$ cat src/rtl/cr_rst_seq.sv
// cr_rst_seq: multi-channel reset synchroniser and staggered release sequencer
//
// Optional feature macro: CR_RST_SEQ_SOFT_EN
//   defined   -> soft_rst_req port and per-channel minimum-hold logic are built
//   undefined -> no soft_rst_req port; channels stay released in DONE until reset
//
// Ports:
//   clk           single clock, rising edge
//   async_rst     asynchronous active-high reset, release synchronised internally
//   bypass_reset  test bypass enable (qualified by test_rst_n)
//   test_rst_n    test-mode reset qualifier
//   soft_rst_req  per-channel level soft reset request (CR_RST_SEQ_SOFT_EN only)
//   rst_n         active-low channel resets, bit i = channel i
//   seq_done      high once the power-on sequence has released every channel
module cr_rst_seq #(
    parameter int N_CH        = 4,
    parameter int SYNC_STAGES = 2,
    parameter int STAGGER     = 16,
    parameter int HOLD_MIN    = 8
) (
    input  logic            clk,
    input  logic            async_rst,
    input  logic            bypass_reset,
    input  logic            test_rst_n,
`ifdef CR_RST_SEQ_SOFT_EN
    input  logic [N_CH-1:0] soft_rst_req,
`endif
    output logic [N_CH-1:0] rst_n,
    output logic            seq_done
);
    localparam int CW = (STAGGER > 1) ? $clog2(STAGGER) : 1;
    localparam int IW = (N_CH > 1) ? $clog2(N_CH) : 1;
    localparam logic [CW-1:0] CNT_END = CW'(STAGGER - 1);
    localparam logic [IW-1:0] IDX_END = IW'(N_CH - 1);
    typedef enum logic [1:0] {HOLD, RELEASE, DONE} state_t;
    logic                   byp;
    logic                   int_rst;
    logic                   sync_ok;
    logic                   stag_end;
    logic                   last_ch;
    logic [SYNC_STAGES-1:0] sync_q, sync_d;
    state_t                 state_q, state_d;
    logic [CW-1:0]          cnt_q, cnt_d;
    logic [IW-1:0]          ch_idx_q, ch_idx_d;
    logic [N_CH-1:0]        ch_rel_q, ch_rel_d;
    logic                   seq_done_q, seq_done_d;
`ifdef CR_RST_SEQ_SOFT_EN
    localparam int HW = $clog2(HOLD_MIN + 1);
    localparam logic [HW-1:0] HMAX  = HW'(HOLD_MIN);
    localparam logic [HW-1:0] HMAX1 = HW'(HOLD_MIN - 1);
    logic [N_CH-1:0][HW-1:0] hold_q, hold_d;
`endif
    assign byp      = bypass_reset & test_rst_n;
    assign int_rst  = async_rst & ~byp;
    assign sync_ok  = sync_q[SYNC_STAGES-1];
    assign stag_end = cnt_q == CNT_END;
    assign last_ch  = ch_idx_q == IDX_END;
    // Bypass forces every channel out of reset combinationally; test mode only.
    assign rst_n    = {N_CH{byp}} | ch_rel_q;
    assign seq_done = seq_done_q;
    always_comb begin
        sync_d     = {sync_q[SYNC_STAGES-2:0], 1'b1};
        state_d    = state_q;
        cnt_d      = cnt_q;
        ch_idx_d   = ch_idx_q;
        ch_rel_d   = ch_rel_q;
        seq_done_d = seq_done_q;
`ifdef CR_RST_SEQ_SOFT_EN
        hold_d     = hold_q;
`endif
        case (state_q)
            HOLD: begin
                state_d  = sync_ok ? RELEASE : HOLD;
                cnt_d    = '0;
                ch_idx_d = '0;
            end
            RELEASE: begin
                cnt_d = stag_end ? '0 : cnt_q + CW'(1);
                if (stag_end) begin
                    ch_rel_d[ch_idx_q] = 1'b1;
                    ch_idx_d           = last_ch ? ch_idx_q : ch_idx_q + IW'(1);
                    state_d            = last_ch ? DONE : RELEASE;
                    seq_done_d         = last_ch;
                end
            end
            DONE: begin
`ifdef CR_RST_SEQ_SOFT_EN
                for (int i = 0; i < N_CH; i++) begin
                    if (ch_rel_q[i]) begin
                        ch_rel_d[i] = ~soft_rst_req[i];
                        hold_d[i]   = soft_rst_req[i] ? '0 : hold_q[i];
                    end else begin
                        // A live request caps the count one short of HOLD_MIN, so release
                        // needs a full request-free cycle: low time = max(HOLD_MIN, req) + 1.
                        hold_d[i]   = soft_rst_req[i] ? ((hold_q[i] >= HMAX1) ? HMAX1 : hold_q[i] + HW'(1))
                                                      : ((hold_q[i] == HMAX) ? HMAX : hold_q[i] + HW'(1));
                        ch_rel_d[i] = (hold_q[i] == HMAX) & ~soft_rst_req[i];
                    end
                end
`endif
            end
            default: state_d = HOLD;
        endcase
        // Bypass keeps all state at its reset value so the sequence reruns when it drops.
        if (byp) begin
            sync_d     = '0;
            state_d    = HOLD;
            cnt_d      = '0;
            ch_idx_d   = '0;
            ch_rel_d   = '0;
            seq_done_d = 1'b0;
`ifdef CR_RST_SEQ_SOFT_EN
            hold_d     = '0;
`endif
        end
    end
    always_ff @(posedge clk or posedge int_rst) begin
        if (int_rst) begin
            sync_q     <= '0;
            state_q    <= HOLD;
            cnt_q      <= '0;
            ch_idx_q   <= '0;
            ch_rel_q   <= '0;
            seq_done_q <= 1'b0;
`ifdef CR_RST_SEQ_SOFT_EN
            hold_q     <= '0;
`endif
        end else begin
            sync_q     <= sync_d;
            state_q    <= state_d;
            cnt_q      <= cnt_d;
            ch_idx_q   <= ch_idx_d;
            ch_rel_q   <= ch_rel_d;
            seq_done_q <= seq_done_d;
`ifdef CR_RST_SEQ_SOFT_EN
            hold_q     <= hold_d;
`endif
        end
    end
endmodule

$ cat config.mk
export PLATFORM = sky130hd
export DESIGN_NAME = cr_rst_seq
export DESIGN_NICKNAME = d
export VERILOG_FILES = /design/src/rtl/cr_rst_seq.sv
export SDC_FILE = /design/constraint.sdc
export NUM_CORES = 1
export LEC_CHECK = 0
export BUFFER_PORTS_ARGS = -buffer_cell sky130_fd_sc_hd__buf_2
export CORE_ASPECT_RATIO = 0.6
export CORE_MARGIN = 3
export CORE_UTILIZATION = 25
export DETAILED_ROUTE_END_ITERATION = 12
export MAX_ROUTING_LAYER = met4
export PLACE_DENSITY = 0.48
export SYNTH_ARGS = -nofsm -noshare
export SYNTH_HDL_FRONTEND = slang
export SYNTH_SLANG_ARGS = --single-unit
$ cat constraint.sdc
create_clock -name clk -period 3.7 [get_ports clk]
set_input_delay 0.37 -clock clk [delete_from_list [all_inputs] [get_ports clk]]
set_output_delay 0.37 -clock clk [all_outputs]
set_load 0.02 [all_outputs]
Word level (Yosys, flattened, before mapping)
Cells that the tools add are included.

storage, ports and cells
  bits of input ports = 4
  output and inout bits = 5
  word-level logic and storage cells = 51
  bits in registers = 15

cells by class
  $add $sub $neg = 2
  multiplexer cells = 21
  bitwise gates (word level) = 5
  magnitude comparators = 2
  equal/unequal tests = 7
  reductions and logical operators = 8

operators by type and width
  operator                                                            number
  2-to-1 mux 4 bit                                                    5
  2-to-1 mux 2 bit                                                    7
  bitwise OR 4 bit                                                    2
  one-hot mux 4 bit (2 select lines)                                  1
  inequality test 3 bit (second input constant)                       2
  one-hot mux 2 bit (3 select lines)                                  1
  2-to-1 mux 1 bit                                                    5
  adder 4 x 1 -> 4 bit (second input constant)                        1
  equality test 2 bit (second input constant)                         2
  equality test 4 bit (second input constant)                         1
  one-hot mux 2 bit (2 select lines)                                  1
  AND reduction 2 bit                                                 2
  nonzero test 2 bit                                                  2
  less-than comparator 2 x 3 -> 1 bit (second input constant)         1
  AND reduction 3 bit                                                 1
  nonzero test 3 bit                                                  1
  adder 2 x 1 -> 2 bit (second input constant)                        1
  AND 1 bit                                                           2
  demux 1 bit (select 2 bit)                                          1
  equality test 2 x 1 -> 1 bit (second input constant)                1
  greater-or-equal comparator 2 x 1 -> 1 bit (second input constant)  1
  zero test 2 bit                                                     1
  inequality test 2 bit (second input constant)                       1
  logical AND 1 bit                                                   1
  NOT 1 bit                                                           1

Depth between registers and ports, before layout
  word-level depth = 8
  gate-level depth with buffers = 5

Worst setup path before layout
Ideal clock, no wire load.

  path kind = reg-to-reg
  start = register cnt_q[0]
  end = register cnt_q[0]
  path slack = 2.221 ns
  clock period less this slack = 1.479 ns
  cell stages (with the launch flop) = 6
  library setup time = 0.078 ns
  data required time = 3.622 ns
  data arrival time = 1.401 ns
  path buffers = 1
  path through = dfrtp_1 > ha_1 > and3_1 > buf_6 > or3_1 > a21oi_1

on the way
  longest elaborated chain between the ends = 4

ends and longest elaborated chain
  what                                                         RTL line  text
  start, declared                                              43        logic [CW-1:0] cnt_q, cnt_d;
  start signal, assigned                                       131       cnt_q <= cnt_d;
  adder 4 x 1 -> 4 bit or equality test 4 bit (tied branches)  78, 56
  2-to-1 mux 4 bit *                                           78        cnt_d = stag_end ? '0 : cnt_q + CW'(1);
  one-hot mux 4 bit (2 select lines) *                         71        case (state_q)
  2-to-1 mux 4 bit *                                           105       if (byp) begin

Every way passes the cells marked *; elsewhere a longest branch is shown, timed or not.
A chain may end at the register's enable or synchronous reset.

Final worst setup path
  start = input bypass_reset
  end = output rst_n[1]

on the way
  longest elaborated chain between the ends = 2

ends and longest elaborated chain
  what              RTL line  text
  start, declared   23        input logic bypass_reset,
  AND 1 bit         53        assign byp = bypass_reset & test_rst_n;
  bitwise OR 4 bit  59        assign rst_n = {N_CH{byp}} | ch_rel_q;
  end, declared     28        output logic [N_CH-1:0] rst_n,

No other way between the ends.

==> Flow_metrics.wiki <==
{| class="wikitable"
! Metric !! Value
|-
| Total leakage power || 0.402 nW
|-
| Post-Synthesis Net Count || 90
|-
| Largest clock skew in the final design || roughly 0.0012 ns
|-
| Most repeated cell in the gate-level netlist after synthesis || dfrtp_1
|-
| Total Neg Setup Slack || 0 ns
|-
| Post-route clock period utilization || a little over half
|-
| Data arrival time of the critical path || ~1.6 ns
|-
| Setup violators final || 0
|-
| Cell type contributing the most total cell area after synthesis || dfrtp_1
|-
| Violation count after the first detailed-routing iteration || 66
|-
| Post-CTS setup buffer count || 0
|-
| CTS-repair resized insts || 0
|-
| Max-slew violations || 0
|-
| Top cells by area, synth || dfrtp_1 49%, ha_1 8.1%, nand3_1 4.5%, a31oi_1 4.1%, nand2b_1 4.1%
|-
| Avg Inst Size Synth || 9.52 um2
|-
| Die outline height || 49.0 um
|-
| Post-synth top cells || 15 x dfrtp_1, 7 x nand2_1, 7 x nand3_1, 6 x a21oi_1
|-
| Nature of the critical path endpoint || output port
|-
| Worst Setup Start Kind || primary input
|-
| Cell chosen for the clock root || clkbuf_8
|-
| TritonCTS Buffers || 3
|-
| WL final || 1690 um
|-
| Critical register-to-register path startpoint || cnt_q[0]
|-
| Status || completed
|-
| Worst hold path type || primary input to asynchronous set/reset pin
|-
| Critical path required time || ~3.3 ns
|-
| Flip-flop cell with the highest count after synthesis || dfrtp_1
|-
| Detail Route Antenna Nets || 0
|-
| Final cell area excluding filler cells || slightly below 900 um2
|-
| F_max || approximately 520 MHz
|-
| Worst Reg2Reg Path Length in Cells || 4
|-
| Tot GR Track Use || around 10%
|-
| Number of synthesized flops with an enable pin || 0
|-
| Via density || ~4.4
|-
| Worst-skew pair later-pin latency || roughly 0.25 ns
|-
| Placed wire-length estimate || between 1000 and 1500 um
|-
| Detail-routed net length per standard cell || 13.2 um
|-
| Register area share after synthesis || approximately 50%
|-
| Final Total Pwr || roughly 350 uW
|-
| CTS Buffer Depth || 2
|-
| Number of storage elements in the synthesis netlist || 15
|-
| Starting Density || 28.4%
|-
| Placeable Area || between 0.002 and 0.003 mm2
|-
| Wire length of the first global-routing pass || approximately 2900 um
|-
| Rows || 14
|-
| CTS H-tree depth || 1
|-
| Initial antenna violation count || 0
|-
| Reg-to-reg critical path endpoint || cnt_q[0]
|-
| Area occupied by registers || ~380 um2
|-
| Unrepaired setup endpoints after global routing || false
|-
| Count of port buffers added during placement || 8
|-
| Multi-input gate area || 353 um2
|-
| Layout cells sized above 1 || 13.6%
|-
| Nets@finish || 98
|-
| Worst vdd ir || approximately 0.18 mV
|-
| Fraction of registers with async set/reset || 100%
|-
| Number of top-level design ports || 9
|-
| Diodes inserted || 0
|-
| TritonCTS Sinks || 15
|-
| Count of hold buffers inserted by post-cts repair || 0
|-
| Actual transition at the worst max-transition pin || about 0.62 ns
|-
| Grt ovf || 0
|-
| Fill cell count || 288
|-
| Die area || ~0.0038 mm2
|-
| Combined area of all synthesized cells || between 700 and 800 um2
|-
| Worst Setup Path Type || primary input to output port
|-
| Cell count after synthesis || between 80 and 90
|-
| Horiz. Die Dim || 77.7 um
|-
| Largest net degree at the start of global routing || 16
|-
| DRC violation count after routing || 0
|-
| Endpoints failing hold || 0
|-
| Crit-path max FO || 13
|-
| Pre-antenna DRT Iters || 4
|-
| R2R Setup Slk || between 2 and 2.5 ns
|-
| Placed Instance Area || 833 um2
|-
| Vias in the first global route || 573
|-
| Remaining max-slew budget at the tightest pin || between 50% and 60%
|-
| Clock tree from TritonCTS || built
|-
| Routed via count || ~570
|-
| Power density relative to cell area || approximately 400 mW/mm2
|-
| Post-synth cell types || 26
|-
| Shortest period the worst path allows || 1.94 ns
|-
| Clock Pin Slew Worst Setup and Hold Paths || around 0.060 ns
|-
| Fraction of post-synthesis cell area in the top cell type by area || 48.7%
|-
| Area growth from synthesis to layout || 14.0%
|-
| Number of maximum-capacitance violations || 0
|-
| Gp weighted congestion || around 0.67
|-
| Synth warnings || 0
|}
## stage by stage
step                hold WS, ns  instances  setup WS [ns]  utilization, %
floorplan                 0.293         81           2.22               -
global placement          0.476        124           1.77            30.7
detailed placement        0.477        124           1.74            30.7
CTS                       0.235        128           1.73            32.4
global route              0.269        128           1.60            32.4
finish                    0.194        128           1.76            32.4
## final cells by class
cell class	count	share of cell area [%]
Clock buffer	4	5.13
Inverter	4	1.71
Multi-Input combinational cell	57	40.2
Sequential cell	15	42.7
Tap cell	40	5.70
Timing Repair Buffer	8	4.56
## metal layers
layer,GRT usage (%),vias up,wire length (um)
met5,-,-,0
met4,3.55,0,18
met3,4.06,2,107
met2,10.9,15,565
met1,16.2,257,1000
li1,-,295,-
## where the power goes
| group | switching (mW) | total [mW] | internal, mW |
|---|---|---|---|
| clock network | 0.0588 | 0.135 | 0.0763 |
| logic | 0.0215 | 0.0341 | 0.0126 |
| registers | 0.00865 | 0.180 | 0.171 |
| total | 0.0889 | 0.349 | 0.260 |
## worst max path at each step
stage | startpoint | to | slack (ns) | cells after the start
after global routing | test_rst_n | rst_n[2] | 1.60 | 5
after detailed placement | bypass_reset | rst_n[1] | 1.74 | 5
after CTS | bypass_reset | rst_n[1] | 1.73 | 5
final | bypass_reset | rst_n[1] | 1.76 | 5
after floorplan | cnt_q[0] | cnt_q[0] | 2.22 | 5
after global placement | bypass_reset | rst_n[2] | 1.77 | 5
## logic make-up (layout without fill, tap and decap cells)
| family | count (synthesis) | after routing | synth area share, % |
|---|---|---|---|
| buffers and inverters | 9 | 16 | 5.52 |
| flip-flops | 15 | 15 | 48.7 |
| AND/OR/NAND/NOR | 39 | 39 | 28.4 |
| adder cells (fa/ha/maj) | 5 | 5 | 8.12 |
| AO/OA/AOI/OAI | 13 | 13 | 9.25 |
## critical path: stages
cell and delay [ns]:
buf_2 0.07, and2_1 0.43, clkinv_1 0.37, nand2b_1 0.15
buf_2 0.17
## placed cells by master, fill, tap and decap left out, types with 4 or more instances in the layout
cell       n
ha_1       5
buf_2      8
nand3_1    7
nand2_1    7
nor2_1     4
dfrtp_1   15
a31oi_1    5
a21oi_1    6
nand2b_1   5
## flip-flops by register name, summed over array words and instances, names as in the netlist
signal,flops
ch_idx_q,2
ch_rel_q,4
cnt_q,4
seq_done,1
state_q,2
sync_q,2
Power figures use the tool's default switching activity.
